<file path="config.mk">
export PLATFORM = sky130hd
export DESIGN_NAME = glossy_rx_reader
export DESIGN_NICKNAME = d
export VERILOG_FILES = /design/src/rtl/glossy_rx_pkg.sv /design/src/rtl/glossy_rx_seq_tracker.sv /design/src/rtl/glossy_rx_reader.sv
export SDC_FILE = /design/constraint.sdc
export NUM_CORES = 1
export LEC_CHECK = 0
export CAP_MARGIN = 20
export CORE_MARGIN = 2
export CORE_UTILIZATION = 55
export DETAILED_ROUTE_END_ITERATION = 8
export GPL_ROUTABILITY_DRIVEN = 0
export GPL_TIMING_DRIVEN = 0
export HOLD_SLACK_MARGIN = 0.03
export MAX_ROUTING_LAYER = met4
export PLACE_DENSITY = 0.76
export RECOVER_POWER = 50
export SLEW_MARGIN = 25
export SYNTH_ARGS = -nofsm -noshare
export SYNTH_HDL_FRONTEND = slang
export SYNTH_SLANG_ARGS = --single-unit
</file>
<file path="constraint.sdc">
create_clock -name clk -period 16.02 [get_ports clk]
set_clock_uncertainty 0.05 [all_clocks]
set_input_delay 2.403 -clock clk [delete_from_list [all_inputs] [get_ports clk]]
set_output_delay 2.403 -clock clk [all_outputs]
set_load 0.005 [all_outputs]
</file>
<file path="src/rtl/glossy_rx_pkg.sv">
// Shared encodings and buffer layout constants for the Glossy frame-buffer reader.
package glossy_rx_pkg;

  typedef enum logic [2:0] {
    ST_IDLE,
    ST_RD_LEN,
    ST_CHK_LEN,
    ST_RD_BODY,
    ST_UPDATE
  } state_e;

  localparam int OFS_LEN     = 0;
  localparam int OFS_RLY     = 1;
  localparam int OFS_PAYLOAD = 2;
  localparam int FCS_OK_BIT  = 7;

  // LEN must cover relay, payload, RSSI and status bytes.
  function automatic int min_len(input int payload_bytes);
    return payload_bytes + 3;
  endfunction

  localparam int MIN_LEN_DFLT = min_len(4);

endpackage

</file>
<file path="src/rtl/glossy_rx_seq_tracker.sv">
// Frame-counter continuity tracker: keeps the last good counter as a baseline and
// reports how many frames went missing before the current one (clamped to CNT_W).
module glossy_rx_seq_tracker #(
  parameter int CNT_W = 16
) (
  input  logic             clk,
  input  logic             reset,
  input  logic             i_valid,
  input  logic [31:0]      i_cnt,
  input  logic             i_clear,
  output logic [CNT_W-1:0] o_lost_inc
);

  localparam logic [31:0] INC_MAX = 32'((64'd1 << CNT_W) - 64'd1);

  logic [31:0] last_q, last_d;
  logic        base_vld_q, base_vld_d;
  logic [31:0] gap;

  always_comb begin
    gap        = i_cnt - last_q - 32'd1;
    o_lost_inc = '0;
    last_d     = last_q;
    base_vld_d = base_vld_q;
    // A counter at or below the baseline (duplicate, restart or wrap) just rebaselines.
    if (i_valid && base_vld_q && (i_cnt > last_q)) begin
      o_lost_inc = (gap > INC_MAX) ? INC_MAX[CNT_W-1:0] : gap[CNT_W-1:0];
    end
    if (i_clear) begin
      base_vld_d = 1'b0;
    end else if (i_valid) begin
      last_d     = i_cnt;
      base_vld_d = 1'b1;
    end
  end

  always_ff @(posedge clk) begin
    if (reset) begin
      last_q     <= '0;
      base_vld_q <= 1'b0;
    end else begin
      last_q     <= last_d;
      base_vld_q <= base_vld_d;
    end
  end

endmodule

</file>
<file path="src/rtl/glossy_rx_reader.sv">
// Drains a received Glossy frame from the buffer after each phase, parses its fields
// and keeps saturating reception statistics.
module glossy_rx_reader
  import glossy_rx_pkg::*;
#(
  parameter int ADDR_W        = 7,
  parameter int MAX_LEN       = 127,
  parameter int PAYLOAD_BYTES = 4,
  parameter int CNT_W         = 16
) (
  input  logic              clk,
  input  logic              reset,
  input  logic              i_glossy_done,
  input  logic              i_t_cnt_ref_updated,
  input  logic              i_clear,
  output logic [ADDR_W-1:0] o_buf_r_addr,
  input  logic [7:0]        i_buf_r_byte,
  output logic              o_busy,
  output logic              o_frm_valid,
  output logic [31:0]       o_frm_cnt,
  output logic [7:0]        o_relay_cnt,
  output logic [7:0]        o_rssi,
  output logic [CNT_W-1:0]  o_n_rx_ok,
  output logic [CNT_W-1:0]  o_n_lost,
  output logic [CNT_W-1:0]  o_n_miss,
  output logic [CNT_W-1:0]  o_n_err
);

  localparam logic [7:0] LEN_MIN = 8'(min_len(PAYLOAD_BYTES));
  localparam logic [7:0] LEN_MAX = 8'(MAX_LEN);

  function automatic logic [CNT_W-1:0] sat_add(input logic [CNT_W-1:0] a,
                                               input logic [CNT_W-1:0] b);
    logic [CNT_W:0] s;
    s = {1'b0, a} + {1'b0, b};
    return s[CNT_W] ? '1 : s[CNT_W-1:0];
  endfunction

  state_e             state_q, state_d;
  logic [ADDR_W-1:0]  addr_q, addr_d;
  logic [ADDR_W-1:0]  cap_addr_q, cap_addr_d;
  logic               cap_vld_q, cap_vld_d;
  logic [7:0]         len_q, len_d;
  logic               len_err_q, len_err_d;
  logic               done_q, done_d;
  logic [7:0]         relay_s_q, relay_s_d;
  logic [7:0]         rssi_s_q, rssi_s_d;
  logic [31:0]        cnt_s_q, cnt_s_d;
  logic               frm_valid_q, frm_valid_d;
  logic [31:0]        frm_cnt_q, frm_cnt_d;
  logic [7:0]         relay_q, relay_d;
  logic [7:0]         rssi_q, rssi_d;
  logic [CNT_W-1:0]   n_rx_ok_q, n_rx_ok_d;
  logic [CNT_W-1:0]   n_lost_q, n_lost_d;
  logic [CNT_W-1:0]   n_miss_q, n_miss_d;
  logic [CNT_W-1:0]   n_err_q, n_err_d;
  logic               rise, frame_good, miss_hit, err_hit;
  logic [CNT_W-1:0]   lost_inc;

  assign rise = i_glossy_done & ~done_q;

  glossy_rx_seq_tracker #(.CNT_W(CNT_W)) u_seq (
    .clk        (clk),
    .reset      (reset),
    .i_valid    (frame_good),
    .i_cnt      (cnt_s_q),
    .i_clear    (i_clear),
    .o_lost_inc (lost_inc)
  );

  always_comb begin
    state_d     = state_q;
    addr_d      = addr_q;
    len_d       = len_q;
    len_err_d   = len_err_q;
    done_d      = i_glossy_done;
    relay_s_d   = relay_s_q;
    rssi_s_d    = rssi_s_q;
    cnt_s_d     = cnt_s_q;
    frm_valid_d = 1'b0;
    frm_cnt_d   = frm_cnt_q;
    relay_d     = relay_q;
    rssi_d      = rssi_q;
    frame_good  = 1'b0;
    miss_hit    = 1'b0;
    err_hit     = 1'b0;
    cap_vld_d   = (state_q == ST_RD_BODY);
    cap_addr_d  = addr_q;

    // Read data lags the address by one cycle, so capture by the address issued last cycle.
    if (cap_vld_q) begin
      if (cap_addr_q == ADDR_W'(OFS_RLY)) relay_s_d = i_buf_r_byte;
      for (int b = 0; b < 4; b++) begin
        if (cap_addr_q == ADDR_W'(OFS_PAYLOAD + b)) cnt_s_d[8*b +: 8] = i_buf_r_byte;
      end
      if (cap_addr_q == ADDR_W'(len_q - 8'd1)) rssi_s_d = i_buf_r_byte;
    end

    case (state_q)
      ST_IDLE: begin
        addr_d = '0;
        if (rise) begin
          if (i_t_cnt_ref_updated) state_d = ST_RD_LEN;
          else                     miss_hit = 1'b1;
        end
      end
      ST_RD_LEN: begin
        addr_d  = ADDR_W'(OFS_LEN);
        state_d = ST_CHK_LEN;
      end
      ST_CHK_LEN: begin
        len_d = i_buf_r_byte;
        if ((i_buf_r_byte < LEN_MIN) || (i_buf_r_byte > LEN_MAX)) begin
          len_err_d = 1'b1;
          state_d   = ST_UPDATE;
        end else begin
          len_err_d = 1'b0;
          addr_d    = ADDR_W'(OFS_RLY);
          state_d   = ST_RD_BODY;
        end
      end
      ST_RD_BODY: begin
        if (addr_q == ADDR_W'(len_q)) begin
          addr_d  = '0;
          state_d = ST_UPDATE;
        end else begin
          addr_d = addr_q + ADDR_W'(1);
        end
      end
      ST_UPDATE: begin
        // On the legal-LEN path the status byte is on the read bus this cycle.
        state_d = ST_IDLE;
        if (!len_err_q && i_buf_r_byte[FCS_OK_BIT]) begin
          frame_good  = 1'b1;
          frm_valid_d = 1'b1;
          frm_cnt_d   = cnt_s_q;
          relay_d     = relay_s_q;
          rssi_d      = rssi_s_q;
        end else begin
          err_hit = 1'b1;
        end
      end
      default: state_d = ST_IDLE;
    endcase

    n_rx_ok_d = i_clear ? '0 : (frame_good ? sat_add(n_rx_ok_q, CNT_W'(1)) : n_rx_ok_q);
    n_lost_d  = i_clear ? '0 : sat_add(n_lost_q, lost_inc);
    n_miss_d  = i_clear ? '0 : (miss_hit ? sat_add(n_miss_q, CNT_W'(1)) : n_miss_q);
    n_err_d   = i_clear ? '0 : (err_hit ? sat_add(n_err_q, CNT_W'(1)) : n_err_q);
  end

  always_ff @(posedge clk) begin
    if (reset) begin
      state_q     <= ST_IDLE;
      addr_q      <= '0;
      cap_addr_q  <= '0;
      cap_vld_q   <= 1'b0;
      len_q       <= '0;
      len_err_q   <= 1'b0;
      done_q      <= 1'b0;
      relay_s_q   <= '0;
      rssi_s_q    <= '0;
      cnt_s_q     <= '0;
      frm_valid_q <= 1'b0;
      frm_cnt_q   <= '0;
      relay_q     <= '0;
      rssi_q      <= '0;
      n_rx_ok_q   <= '0;
      n_lost_q    <= '0;
      n_miss_q    <= '0;
      n_err_q     <= '0;
    end else begin
      state_q     <= state_d;
      addr_q      <= addr_d;
      cap_addr_q  <= cap_addr_d;
      cap_vld_q   <= cap_vld_d;
      len_q       <= len_d;
      len_err_q   <= len_err_d;
      done_q      <= done_d;
      relay_s_q   <= relay_s_d;
      rssi_s_q    <= rssi_s_d;
      cnt_s_q     <= cnt_s_d;
      frm_valid_q <= frm_valid_d;
      frm_cnt_q   <= frm_cnt_d;
      relay_q     <= relay_d;
      rssi_q      <= rssi_d;
      n_rx_ok_q   <= n_rx_ok_d;
      n_lost_q    <= n_lost_d;
      n_miss_q    <= n_miss_d;
      n_err_q     <= n_err_d;
    end
  end

  assign o_buf_r_addr = addr_q;
  assign o_busy       = (state_q != ST_IDLE);
  assign o_frm_valid  = frm_valid_q;
  assign o_frm_cnt    = frm_cnt_q;
  assign o_relay_cnt  = relay_q;
  assign o_rssi       = rssi_q;
  assign o_n_rx_ok    = n_rx_ok_q;
  assign o_n_lost     = n_lost_q;
  assign o_n_miss     = n_miss_q;
  assign o_n_err      = n_err_q;

endmodule

</file>
# Word-level counts from Yosys, hierarchy flattened
# Cells that the tools add are included.
[totals]
wordCells = 95
ff_bits = 221
inputBits = 13
output_inout_bits = 121
[op_classes]
mux = 22
addsub = 8
reduce_logical = 20
order_cmp = 4
n_bitwise = 3
eq_ne = 15
[op_table]
columns = ["operator", "n"]
rows = [
  ["$mux W16", 6],
  ["$add A16 B1 Y17 const B", 3],
  ["$gt A32 B16 Y1 const B", 1],
  ["$gt A32 B32 Y1", 1],
  ["$sub A32 B1 Y32 const B", 1],
  ["$sub A32 B32 Y32", 1],
  ["$pmux W7 S3", 1],
  ["$reduce_and A2 Y1", 9],
  ["$add A16 B16 Y17", 1],
  ["$eq A7 B2 Y1 const B", 2],
  ["$eq A7 B3 Y1 const B", 2],
  ["$eq A7 B7 Y1", 2],
  ["$mux W7", 2],
  ["$mux W3", 4],
  ["$pmux W3 S4", 1],
  ["$gt A8 B7 Y1 const B", 1],
  ["$lt A8 B3 Y1 const B", 1],
  ["$mux W1", 8],
  ["$add A7 B1 Y7 const B", 1],
  ["$eq A7 B1 Y1 const B", 1],
  ["$sub A7 B1 Y7 const B", 1],
  ["$eq A3 B2 Y1 const B", 2],
  ["$ne A2 B2 Y1 const B", 3],
  ["$reduce_bool A3 Y1", 2],
  ["11 further kinds", 15],
]

# Logic depth before layout (Yosys ltp)
[logic_depth]
ltp_word = 9
mapped_depth = 28
depth_no_buf = 26

# By module
# Synthesis repeated with hierarchy kept, for this count alone.
[hier_totals]
cells_unflattened = 1423
hier_area_um2 = 11599.9
[by_module_without_submodules]
columns = ["module", "cells_per_inst", "n_inst", "seq_area_each_um2", "area_per_inst_um2"]
rows = [
  ["glossy_rx_reader", 932, 1, 3763.6, 8086.5],
  ["glossy_rx_seq_tracker", 491, 1, 660.6, 3513.4],
]

# Least setup slack after synthesis
# No wires, ideal clock.
[synth_path]
kind = "input -> register"
from = "input port i_buf_r_byte[7]"
to = "register n_lost_q[10], in the netlist o_n_lost[10]"
required_time_ps = 15838
setup_ps = 132
setup_slack_ps = 9826
stages = 20
arrival_ps = 6012
cell_sequence = "nor2b_1 -> and3_1 -> nand2_1 -> a31oi_1 -> a21boi_2 -> clkbuf_8 -> o21a_1 -> ha_1 -> fa_1 -> a21o_1 -> a21oi_1 -> o21bai_1 -> a21oi_1 -> o21ai_1 -> a2111oi_1 -> o41ai_1 -> a21o_1 -> a21oi_2 -> buf_2 -> a21oi_1"
[synth_between]
elab_chain_len = 8
[synth_rtl]
columns = ["item", "line_no", "source"]
rows = [
  ["start, declared", "glossy_rx_reader.sv:17", "input logic [7:0] i_buf_r_byte,"],
  ["$logic_and A1 B1 Y1", "glossy_rx_reader.sv:133", "if (!len_err_q && i_buf_r_byte[FCS_OK_BIT]) begin"],
  ["$mux W1", "glossy_rx_reader.sv:133", ""],
  ["$mux W1", "n/a", ""],
  ["$logic_and A1 B1 Y1 (2 in a row)", "glossy_rx_seq_tracker.sv:26", "if (i_valid && base_vld_q && (i_cnt > last_q)) begin"],
  ["$mux W16", "glossy_rx_seq_tracker.sv:26", ""],
  ["$add A16 B16 Y17", "glossy_rx_reader.sv:35", "s = {1'b0, a} + {1'b0, b};"],
  ["$mux W16", "glossy_rx_reader.sv:36", "return s[CNT_W] ? '1 : s[CNT_W-1:0];"],
  ["end signal, assigned", "glossy_rx_reader.sv:188", "n_lost_q <= n_lost_d;"],
  ["end, declared", "glossy_rx_reader.sv:54", "logic [CNT_W-1:0] n_lost_q, n_lost_d;"],
]
# Every way passes these cells.
# A chain may end at the register's enable or synchronous reset.

# Worst setup path in the final report
[layout_path]
from = "input port i_buf_r_byte[7]"
to = "register n_lost_q[14], in the netlist o_n_lost[14]"
# Same word-level chain as after synthesis.

==> metrics.md <==
| Metric | Value |
|---|---|
| Worst R2R Path Depth | `27` |
| DRT iter0 DRCs | `457` |
| Die W | `148 µm` |
| DRT antenna net count | `0` |
| # Max-Cap Violations | `0` |
| Initial antenna violation count | `0` |
| Yosys cell types | `80` |
| Nets | `around 1.6k` |
| Io pins | `134` |
| R2r endpoint | `o_n_lost[14]` |
| Multi-input gate area | `6450 µm²` |
| DR vias/cell | `5.60` |
| Setup crit start | `i_buf_r_byte[7]` |
| Critical Path AT | `7.53 ns` |
| Register area share after synthesis | `0.386` |
| Pre-antenna DRT Iters | `5` |
| CORE AREA | `a little over 20,000 µm²` |
| CTS hold repair buffers | `0` |
| Final worst-path cycle share | `0.450` |
| Worst-path cell chain | `dlygate4sd3_1, nor2b_1, and3_1, nand2_1, a31oi_1, a21boi_2, clkbuf_8, o21a_1, ha_1, fa_1, a21o_1, a21oi_1, o21bai_1, a21oi_1, o21ai_1, a2111oi_1, o41ai_1, a21o_1, a21oi_2, buf_2, a21oi_1` |
| Critical path destination | `o_n_lost[14]` |
| Min-Delay Path Class | `reg -> reg` |
| Clk Latency, worst-skew pair | `a little over 0.5 ns` |
| WS Path Type | `in -> reg` |
| GRT overflow | `0` |
| Total of warnings raised by yosys | `0` |
| Sink Count | `between 200 and 250` |
| Least-Margin Pin Slew | `between 0.8 and 0.9 ns` |
| Share of layout cells above drive strength 1 | `0.0499` |
| Drt wl/cell | `15.9 µm` |
| Vias in the first global route | `between 9k and 10k` |
| Reg-to-reg slack, setup | `9.19 ns` |
| ANT cells | `0` |
| DRT Wirelength | `around 29,000 µm` |
| Initial core utilization | `0.563` |
| Root buffer cell | `clkbuf_16` |
| Worst hold path startpoint | `o_rssi[0]` |
| Max-slew headroom | `0.456` |
| Setup bufs post-CTS | `0` |
| Total CTS buffers | `24` |
| Mapped cell area | `around 11,000 µm²` |
| Period minus WS final | `7.21 ns` |
| Post-synth top flop | `dfxtp_1` |
| CTS max path bufs | `3` |
| Fmax | `approximately 140 MHz` |
| TNS Setup | `0 ns` |
| Leakage power | `5.74 nW` |
| Worst r2r src | `cnt_s_q[0]` |
| CTS tree | `built` |
| Synth Instances | `1,396` |
| Non-Filler Instances | `between 1.5k and 2k` |
| Crit path max fanout | `10` |
| Cell family with most CP delay | `compound AO/OA/AOI/OAI gates` |
| DIE HEIGHT | `148 µm` |
| Register Area | `4420 µm²` |
| Final hold violations | `0` |
| CTS H-tree depth | `1` |
| Startpoint Class | `input port` |
| Syn_area_per_cell | `8.21 µm²` |
| Via Count | `10.3k` |
| # fillers | `between 1.5k and 2k` |
| Clk slew on worst S/H paths | `0.06 ns` |
| Crit. End Element | `register` |
| Yosys reg bits | `221` |
| Max incr delay on CP | `between 0.6 and 0.7 ns` |
| Most used cell, CP | `a21oi_1` |
| Critical Path Stages | `21` |
| Worst path bufs/invs | `3` |
| Post-synth EDFFs | `0` |
| Pwr Density | `80.6 nW/µm²` |
| VDD IR-drop max | `0.0000682 V` |
| Num rows | `52` |
| Detailed-route DRC error count | `0` |
| Final Max Slew Viols | `0` |
| Post-Syn Nets | `1,465` |
| Largest net degree at the start of global routing | `14` |
| Die ar. | `22,000 µm²` |
| Final setup viols | `0` |
| First-pass GRT wire length | `47,300 µm` |
| Fraction of registers with async set/reset | `0` |
| Dpl hpwl | `21,800 µm` |
| Post-CTS Resized | `0` |
| Port bufs | `~130` |
| Worst path required time | `16.33 ns` |
| Total GRT Usage | `0.266` |
| CP max stage cell | `dlygate4sd3_1` |
| Status | `completed` |
| Placed Instances | `roughly 1.8k` |
| Area added between synthesis and finish | `20.5%` |
| RSZ-0062 raised after global routing | `false` |
==> worst min-delay path, cell delays in order, from the launching register on <==
cell     delay (ns)
dfxtp_1        0.30
nand2_1        0.05
a21oi_1        0.05
==> cell usage after synthesis, drive strengths merged, types with 3 or more instances <==
library cell  count  area share
a21o             14      0.0098
or2               3      0.0016
and4              3      0.0024
o21bai            9      0.0062
a311oi            3      0.0028
o211a             6      0.0052
and3             17      0.0093
nor3b            10      0.0065
o31ai             7      0.0046
nor3             32       0.016
a21boi            4      0.0029
inv              61       0.020
nor4              6      0.0038
o2111ai           3      0.0028
nor2            119       0.039
a21oi           187       0.082
nand4b            3      0.0036
or3               9      0.0055
o21ai            36       0.017
nand2           207       0.068
mux2i            60       0.052
a31oi             9      0.0049
nand2b            9      0.0049
xnor2            45       0.034
o21a             24       0.016
buf              14      0.0094
and2              5      0.0027
o211ai            7      0.0062
nand3            43       0.019
dfxtp           221        0.39
clkbuf           63       0.022
or4               3      0.0021
ha               54       0.059
a211oi            8      0.0052
nor2b            16      0.0087
xor2             32       0.024
o221a             3      0.0029
nand4            22       0.012
==> per-layer routing <==
layer  vias to the layer above  GRT usage  routed length, µm
met5                         -          -                  0
li1                       5133          -                  -
met3                        61     0.0313               1390
met4                         0     0.0757                717
met1                      4825      0.346              13200
met2                       248      0.441              13800
==> worst min path at each step <==
stage                             to  slack (ns)  depth (start not counted)
global placement     u_seq.last_q[6]        0.39                          2
detailed placement    o_relay_cnt[3]        0.40                          2
finish                     o_rssi[0]        0.40                          2
CTS                   o_relay_cnt[5]        0.40                          2
floorplan             o_relay_cnt[0]        0.38                          2
global route        u_seq.last_q[26]        0.42                          2
==> cells by family after synthesis <==
group,after synthesis,synth area share
AO/OA/AOI/OAI,327,0.175
XOR/XNOR,77,0.0588
adder cells (fa/ha/maj),56,0.0624
buffers and inverters,138,0.0510
flip-flops,221,0.386
multiplexers,61,0.0534
AND/OR/NAND/NOR,516,0.213
==> report_power, final <==
| group | switching, mW | total (mW) | internal [mW] |
|---|---|---|---|
| sequential | 0.00160 | 0.553 | 0.551 |
| clock | 0.212 | 0.530 | 0.317 |
| combinational | 0.0223 | 0.0313 | 0.00895 |
| total | 0.236 | 1.11 | 0.877 |
==> cell usage in the layout (no fill, tap or decap), types with 43 or more instances in the layout <==
cell | Yosys | routed
nor2_1 | 117 | 117
dlygate4sd3_1 | 0 | 95
dfxtp_1 | 221 | 221
xnor2_1 | 45 | 45
a21oi_1 | 185 | 185
nand2_1 | 207 | 207
clkbuf_1 | 61 | 68
ha_1 | 54 | 54
mux2i_1 | 60 | 60
inv_1 | 61 | 61
nand3_1 | 43 | 43
==> flip-flops by register name, indices dropped and copies added, names as in the netlist, 3 cells and up <==
register,count
cap_addr_q,7
o_n_err,16
o_frm_cnt,32
o_rssi,8
o_n_miss,16
state_q,3
rssi_s_q,8
o_relay_cnt,8
o_n_rx_ok,16
relay_s_q,8
o_buf_r_addr,7
cnt_s_q,32
len_q,7
o_n_lost,16
u_seq.last_q,32
==> final cells by class <==
cell class,count,area share
Timing Repair Buffer,126,0.0913
Tap cell,270,0.0245
Clock inverter,5,0.00362
Buffer,77,0.0257
Sequential cell,221,0.320
Inverter,61,0.0166
Clock buffer,35,0.0509
Multi-Input combinational cell,1037,0.467
==> metrics by stage <==
stage	instance area [µm²]	utilization	hold slack (ns)	setup WS [ns]	total power, mW
global placement	13100	0.641	0.392	8.42	0.595
floorplan	11500	-	0.382	9.83	0.583
global route	13800	0.678	0.418	8.50	1.14
CTS	13800	0.678	0.405	8.90	1.12
finish	13800	0.678	0.399	8.81	1.11
detailed placement	13100	0.641	0.396	8.38	0.596
(Power assumes the default switching activity.)
